## src/rtl/joker_power_seq.sv

```systemverilog
// -----------------------------------------------------------------------------
// joker_power_seq
//
// Board reset / power-enable sequencer.
//  - Holds the system reset for BOOT_DELAY_US after reset release. At the end of
//    boot it loads DEFAULT_MASK as the target enable mask.
//  - Generates a 1 us tick pulse and a free-running 32-bit microsecond counter.
//  - Generates the USB PHY strapping qualifier, which is sys_reset_n delayed by
//    SYNC_STAGES clocks.
//  - Drives NUM_CH power-enable lines toward the target mask:
//      * Enables rise one at a time, lowest index first, with a STEP_DELAY_US
//        settle gap after each one.
//      * Enables that leave the target drop on the next clock.
//
// Optional build macro:
//   JOKER_PWR_FAULT_EN  Adds the i_fault_n / o_fault_flag ports and the
//                       FAULT_MASK parameter. While the synchronised fault is
//                       low, the FAULT_MASK channels are forced off and cannot
//                       be requested.
//
// Ports:
//   i_clk           system clock
//   i_reset         asynchronous, active-high reset
//   i_fault_n       (JOKER_PWR_FAULT_EN only) active-low fault input, asynchronous
//   o_fault_flag    (JOKER_PWR_FAULT_EN only) sticky fault indication
//   i_ctrl_req      requested enable mask
//   i_ctrl_valid    1-cycle strobe: latch i_ctrl_req as the new target
//   o_en_out        power-enable outputs
//   o_sys_reset     active-high system reset for the rest of the design
//   o_usb_strapping sys_reset_n delayed SYNC_STAGES clocks
//   o_pulse_1us     1-cycle pulse every microsecond
//   o_count_us      free-running microsecond counter
//   o_seq_busy      enables still pending, or a settle gap is running
//   o_seq_done      1-cycle pulse when o_seq_busy falls
// -----------------------------------------------------------------------------
module joker_power_seq #(
    parameter int                CLK_HZ        = 50000000,
    parameter int                NUM_CH        = 8,
    parameter int                BOOT_DELAY_US = 1000000,
    parameter int                STEP_DELAY_US = 1000,
    parameter logic [NUM_CH-1:0] DEFAULT_MASK  = 8'hB3,
    parameter int                SYNC_STAGES   = 3
`ifdef JOKER_PWR_FAULT_EN
    ,
    parameter logic [NUM_CH-1:0] FAULT_MASK    = 8'h40
`endif
) (
    input  logic              i_clk,
    input  logic              i_reset,
`ifdef JOKER_PWR_FAULT_EN
    input  logic              i_fault_n,
    output logic              o_fault_flag,
`endif
    input  logic [NUM_CH-1:0] i_ctrl_req,
    input  logic              i_ctrl_valid,
    output logic [NUM_CH-1:0] o_en_out,
    output logic              o_sys_reset,
    output logic              o_usb_strapping,
    output logic              o_pulse_1us,
    output logic [31:0]       o_count_us,
    output logic              o_seq_busy,
    output logic              o_seq_done
);

    localparam int DIV    = CLK_HZ / 1000000;
    localparam int DIV_W  = $clog2(DIV);
    localparam int BOOT_W = $clog2(BOOT_DELAY_US + 1);
    localparam int STEP_W = $clog2(STEP_DELAY_US + 1);

    typedef enum logic [1:0] {
        ST_BOOT,
        ST_IDLE,
        ST_STEP_WAIT
    } state_t;

    // ---------------------------------------------------------------------
    // Registers
    // ---------------------------------------------------------------------
    state_t              r_state;
    logic [DIV_W-1:0]    r_div;
    logic                r_pulse;
    logic [31:0]         r_count_us;
    logic [BOOT_W-1:0]   r_boot_cnt;
    logic [STEP_W-1:0]   r_step_cnt;
    logic [NUM_CH-1:0]   r_target;
    logic [NUM_CH-1:0]   r_en;
    logic                r_sys_reset;
    logic                r_busy;
    logic                r_done;
    logic [SYNC_STAGES-1:0] r_strap;

    // ---------------------------------------------------------------------
    // Combinational next-state signals
    // ---------------------------------------------------------------------
    state_t              w_state_next;
    logic [BOOT_W-1:0]   w_boot_cnt_next;
    logic [STEP_W-1:0]   w_step_cnt_next;
    logic [NUM_CH-1:0]   w_target_next;
    logic [NUM_CH-1:0]   w_en_next;
    logic                w_sys_reset_next;
    logic                w_busy_next;

    logic                w_tick;
    logic [NUM_CH-1:0]   w_fmask;       // channels currently forced off by a fault
    logic [NUM_CH-1:0]   w_target_eff;
    logic [NUM_CH-1:0]   w_pending;
    logic [NUM_CH-1:0]   w_drop;
    logic [NUM_CH-1:0]   w_low;

    // ---------------------------------------------------------------------
    // Optional fault input
    // ---------------------------------------------------------------------
`ifdef JOKER_PWR_FAULT_EN
    // [1:0] form the synchroniser. [2] holds the previous synchronised value,
    // used for edge detection.
    logic [2:0] r_fault_sync;
    logic       r_fault_flag;
    logic       w_fault_assert;

    // The flag is set on the assertion edge, not on the level. This lets a
    // ctrl_valid acknowledge it even while the fault input is still held low.
    assign w_fault_assert = r_fault_sync[2] & ~r_fault_sync[1];
    assign w_fmask        = r_fault_sync[1] ? '0 : FAULT_MASK;
    assign o_fault_flag   = r_fault_flag;

    always_ff @(posedge i_clk or posedge i_reset) begin
        if (i_reset) begin
            r_fault_sync <= '1;
            r_fault_flag <= 1'b0;
        end else begin
            r_fault_sync <= {r_fault_sync[1:0], i_fault_n};
            if (w_fault_assert) begin
                r_fault_flag <= 1'b1;
            end else if (i_ctrl_valid && (r_state != ST_BOOT)) begin
                r_fault_flag <= 1'b0;
            end
        end
    end
`else
    assign w_fmask = '0;
`endif

    // ---------------------------------------------------------------------
    // Microsecond tick and counter
    // ---------------------------------------------------------------------
    assign w_tick = (r_div == DIV_W'(DIV - 1));

    always_ff @(posedge i_clk or posedge i_reset) begin
        if (i_reset) begin
            r_div      <= '0;
            r_pulse    <= 1'b0;
            r_count_us <= '0;
        end else begin
            r_pulse <= w_tick;
            if (w_tick) begin
                r_div      <= '0;
                r_count_us <= r_count_us + 32'd1;
            end else begin
                r_div <= r_div + DIV_W'(1);
            end
        end
    end

    // ---------------------------------------------------------------------
    // Enable sequencing
    // ---------------------------------------------------------------------
    assign w_target_eff = r_target & ~w_fmask;
    assign w_pending    = w_target_eff & ~r_en;
    assign w_drop       = r_en & ~w_target_eff;
    // Two's-complement trick: isolate the lowest set bit of the pending mask.
    assign w_low        = w_pending & (~w_pending + NUM_CH'(1));

    always_comb begin
        w_state_next     = r_state;
        w_boot_cnt_next  = r_boot_cnt;
        w_step_cnt_next  = r_step_cnt;
        w_target_next    = r_target;
        w_en_next        = r_en;
        w_sys_reset_next = r_sys_reset;

        case (r_state)
            ST_BOOT: begin
                if (w_tick) begin
                    if (r_boot_cnt == BOOT_W'(BOOT_DELAY_US - 1)) begin
                        w_boot_cnt_next  = '0;
                        w_target_next    = DEFAULT_MASK & ~w_fmask;
                        w_sys_reset_next = 1'b0;
                        w_state_next     = ST_IDLE;
                    end else begin
                        w_boot_cnt_next = r_boot_cnt + BOOT_W'(1);
                    end
                end
            end

            default: begin
                // Newest request wins. Masked channels are refused at entry.
                if (i_ctrl_valid) begin
                    w_target_next = i_ctrl_req & ~w_fmask;
                end else begin
                    w_target_next = w_target_eff;
                end
                w_en_next = r_en & w_target_eff;

                if (r_state == ST_IDLE) begin
                    // Stale channels are removed before a new one is raised.
                    // On a channel swap, the board therefore sees the old rail
                    // drop first, then the new rail start up.
                    if ((w_drop == '0) && (w_pending != '0)) begin
                        w_en_next       = r_en | w_low;
                        w_step_cnt_next = '0;
                        w_state_next    = ST_STEP_WAIT;
                    end
                end else begin
                    if (w_tick) begin
                        if (r_step_cnt == STEP_W'(STEP_DELAY_US - 1)) begin
                            w_state_next = ST_IDLE;
                        end else begin
                            w_step_cnt_next = r_step_cnt + STEP_W'(1);
                        end
                    end
                end
            end
        endcase
    end

    assign w_busy_next = (r_state == ST_STEP_WAIT) ||
                         ((r_state == ST_IDLE) && (w_pending != '0));

    always_ff @(posedge i_clk or posedge i_reset) begin
        if (i_reset) begin
            r_state     <= ST_BOOT;
            r_boot_cnt  <= '0;
            r_step_cnt  <= '0;
            r_target    <= '0;
            r_en        <= '0;
            r_sys_reset <= 1'b1;
            r_busy      <= 1'b0;
            r_done      <= 1'b0;
        end else begin
            r_state     <= w_state_next;
            r_boot_cnt  <= w_boot_cnt_next;
            r_step_cnt  <= w_step_cnt_next;
            r_target    <= w_target_next;
            r_en        <= w_en_next;
            r_sys_reset <= w_sys_reset_next;
            r_busy      <= w_busy_next;
            r_done      <= r_busy & ~w_busy_next;
        end
    end

    // ---------------------------------------------------------------------
    // USB strapping qualifier: sys_reset_n through a SYNC_STAGES delay line
    // ---------------------------------------------------------------------
    generate
        for (genvar gi = 0; gi < SYNC_STAGES; gi++) begin : g_strap
            always_ff @(posedge i_clk or posedge i_reset) begin
                if (i_reset) begin
                    r_strap[gi] <= 1'b0;
                end else if (gi == 0) begin
                    r_strap[gi] <= ~r_sys_reset;
                end else begin
                    r_strap[gi] <= r_strap[(gi == 0) ? 0 : gi - 1];
                end
            end
        end
    endgenerate

    assign o_en_out        = r_en;
    assign o_sys_reset     = r_sys_reset;
    assign o_usb_strapping = r_strap[SYNC_STAGES-1];
    assign o_pulse_1us     = r_pulse;
    assign o_count_us      = r_count_us;
    assign o_seq_busy      = r_busy;
    assign o_seq_done      = r_done;

endmodule

```

## config.mk

```make
export PLATFORM = sky130hd
export DESIGN_NAME = joker_power_seq
export DESIGN_NICKNAME = d
export VERILOG_FILES = /design/src/rtl/joker_power_seq.sv
export SDC_FILE = /design/constraint.sdc
export NUM_CORES = 1
export LEC_CHECK = 0
export ABC_AREA = 1
export BUFFER_PORTS_ARGS = -buffer_cell sky130_fd_sc_hd__buf_2
export CORE_MARGIN = 5
export CORE_UTILIZATION = 40
export CTS_CLUSTER_DIAMETER = 100
export DETAILED_ROUTE_END_ITERATION = 16
export GPL_ROUTABILITY_DRIVEN = 0
export PLACE_DENSITY_LB_ADDON = 0.12
export SETUP_SLACK_MARGIN = 0.2
export SLEW_MARGIN = 20
export SYNTH_ARGS = -nofsm -noshare
export SYNTH_HDL_FRONTEND = slang
export SYNTH_SLANG_ARGS = --single-unit
export TNS_END_PERCENT = 100
```

## constraint.sdc

```tcl
create_clock -name i_clk -period 3.9 [get_ports i_clk]
set_input_delay 1.17 -clock i_clk [delete_from_list [all_inputs] [get_ports i_clk]]
set_output_delay 1.17 -clock i_clk [all_outputs]
set_load 0.02 [all_outputs]
```

==> out/results.txt <==
CTS Buf Count -> 9
Root Driver -> clkbuf_16
Syn. warnings -> 0
# IOs -> 56
Metal-1 WL -> 5420 um
Rel. slew slack -> 0.596
total number of vias -> 4,193
Design Power -> 1.90 mW
sequential power share -> 0.506
Critical Path AT -> 2540 ps
final worst setup slack -> 1590 ps
ratio of cells with drive above 1 in the final layout -> 0.136
Overflow after GRT -> 0
nets@finish -> 719
Starting Density -> 0.410
Fmax -> 432 MHz
Fin Setup TNS -> 0 ps
met2 wire length -> 5000 um
Hold Path Origin -> r_strap[0]$_DFF_PP0_
CP max stage cell -> dfrtp_1
# H-tree levels -> 3
largest net degree at the start of global routing -> 48
CP Class -> flip-flop to flip-flop
area grow syn2layout -> 15.9%
CP cell instances -> inv_1 -> ha_1 -> nand3_2 -> nor2_4 -> nand2_2 -> inv_2 -> nand2_2 -> nor2_4 -> inv_1 -> and3_1
maximum VDD drop -> 0.172 mV
chip height -> 121 um
DR WL met3 -> 592 um
Clock Sinks -> 93
number of synthesized register bits -> 93
Post-Layout Inst Area -> 5740 um2
Final Hold Viols -> 0
Setup Buffers After CTS -> 0
initial antenna violation count -> 0
routed len/inst -> 12.8 um
DRC -> 0
PwrDens -> 332 nW/um2
Fillers -> 1,180
cts-stage hold buffer count -> 0
worst skew pair latency -> 340 ps
Worst Max-Slew Pin Slew -> 605 ps
Cells after Synth -> 642
core footprint -> 12,100 um2
Syn Nets -> 658
DRT Pass-1 Iters -> 5
buffers added on ports -> 55
Pins Over Slew Limit -> 0
WL final -> 11,200 um
status -> finished clean
Leak Pwr -> 2.91 nW
Synth area leaders -> dfrtp_1 (46%), nand2_1 (13%), inv_1 (6.7%)
Iter 0 DRT Violations -> 289
post-synth top area share -> 0.465
Setup crit start kind -> flip-flop
max incr delay on CP -> 400 ps
Worst Skew -> 6.53 ps
worst reg2reg path startpoint -> r_div[1]$_DFF_PP0_
beginning of the critical path -> r_div[1]$_DFF_PP0_
Place WS -> 1540 ps
row count -> 40
placed cell area -> 5420 um2
Logic pwr share -> 0.013
number of gates resized after CTS -> 0
P_sw -> 0.385 mW
Synth area leader -> dfrtp_1
minimum clock period -> 2310 ps
final cycle utilization of the critical path -> 0.593
hpwl dp -> 8350 um
dpl cells -> 860
clock network power share -> 0.480
Die Wd -> 121 um
Max Cap Violations -> 0
Yosys cell types -> 31
DR top layer -> met4
RSZ-0062 raised after global routing -> no
CTS max path bufs -> 2
CTS tree -> done
worst-path fanout max -> 17
post-route insts no fill -> 876
Worst-path clk slew -> 70 ps
CP endpoint kind -> flip-flop
sequential cell area fraction in the yosys report -> 0.470
Net Sw Frac -> 0.202
vias in the first global route -> 4,104
mean area per synthesized cell -> 7.71 um2
Min-Delay Path Class -> flip-flop to flip-flop
antenna fix cells -> 0
GRT Total Usage -> 0.163
Mapped Area -> 4950 um2
WP data required -> 4120 ps
remaining antenna violation count -> 0
Vias per Instance -> 4.79
die area -> 14,700 um2
Int Pwr -> 1.52 mW
setup violators final -> 0
first-pass GRT wire length -> 19,400 um
==> cells by family (layout without fill, tap and decap cells) <==
logic type,Yosys count,after routing,share of synthesized area
buffers and inverters,97,163,0.0761
xor gates and xnor gates,38,38,0.0672
DFF,93,93,0.470
AOI/OAI and AO/OA,52,52,0.0564
adders and majority gates,5,5,0.0126
and+or+nand+nor,357,357,0.317
==> layout make-up <==
type / instances / area (um2) / area share
Clock buffer: 13 / 270 / 0.0471
Clock inverter: 3 / 42.5 / 0.00742
Inverter: 91 / 344 / 0.0600
Multi-Input combinational cell: 452 / 2250 / 0.391
Sequential cell: 93 / 2330 / 0.406
Tap cell: 168 / 210 / 0.0366
Timing Repair Buffer: 56 / 295 / 0.0515
==> final timing paths <==
kind                                         endpoint  cells after the start  slack (ps)
hold reg to reg                  r_strap[1]$_DFF_PP0_                      0         350
min in group asynchronous   r_boot_cnt[0]$_DFFE_PP0P_                      2         900
setup reg to reg            r_boot_cnt[6]$_DFFE_PP0P_                     10        1590
max in group asynchronous  o_count_us[28]$_DFFE_PP0N_                      3        2340
hold / removal                   r_strap[1]$_DFF_PP0_                      0         350
setup / recovery            r_boot_cnt[6]$_DFFE_PP0P_                     10        1590
==> placed cells by master (no fill, tap or decap), types with 4 or more instances in the layout <==
cell type,count
nand2_1,175
inv_1,87
a21oi_1,12
o21ai_0,31
dfrtp_1,92
nor2_2,4
nand3_1,43
nor2_1,70
nor2_4,5
nand4_1,18
buf_2,55
xnor2_1,17
xor2_1,21
clkbuf_16,9
nor3_1,25
ha_1,5
nand2_2,6
==> Yosys cell counts, drive strengths merged <==
cell / count
inv: 91
or2: 3
xor2: 21
nand3: 45
buf: 5
a311oi: 1
o21ai: 33
nand4: 18
dfstp: 1
xnor2: 17
nand3b: 1
clkbuf: 1
dfrtp: 92
nor3: 25
a22oi: 2
nor4: 1
nor2: 79
nand2: 181
nor3b: 2
and3: 2
ha: 5
a21oi: 12
o21a: 2
o21bai: 2
==> metal layers <==
| layer | global-route usage | vias to the layer above |
|---|---|---|
| met5 | 0 | - |
| met4 | 0.0483 | 0 |
| met3 | 0.0317 | 18 |
| met2 | 0.261 | 106 |
| met1 | 0.224 | 1916 |
| li1 | - | 2153 |
==> stage by stage <==
step / utilization / hold WS [ps]
after floorplan: - / 331
after global placement: 0.450 / 335
after detailed placement: 0.450 / 346
after CTS: 0.476 / 355
after global routing: 0.476 / 367
final: 0.476 / 354
==> sequential cells by signal (all words and copies together) (netlist names), 2 cells and up <==
name	cells
r_div	6
o_count_us	32
r_step_cnt	10
r_target	8
r_boot_cnt	20
r_state	2
r_strap	2
o_en_out	8
==> worst max-delay path, delay by kind of cell (launching register included) <==
family	cells	cell delay, ps
adders and majority gates	1	180
buffers and inverters	3	420
and+or+nand+nor	6	1210
DFF	1	400
==> power by group through the flow <==
| stage | clock [mW] | sequential, mW | combinational [mW] |
|---|---|---|---|
| after floorplan | 0 | 0.983 | 0.0140 |
| after global placement | 0 | 0.983 | 0.0274 |
| after detailed placement | 0 | 0.983 | 0.0280 |
| after CTS | 0.941 | 0.964 | 0.0283 |
| after global routing | 0.986 | 0.963 | 0.0318 |
| final | 0.914 | 0.964 | 0.0256 |
No activity file was read; power rests on OpenSTA's default activity.
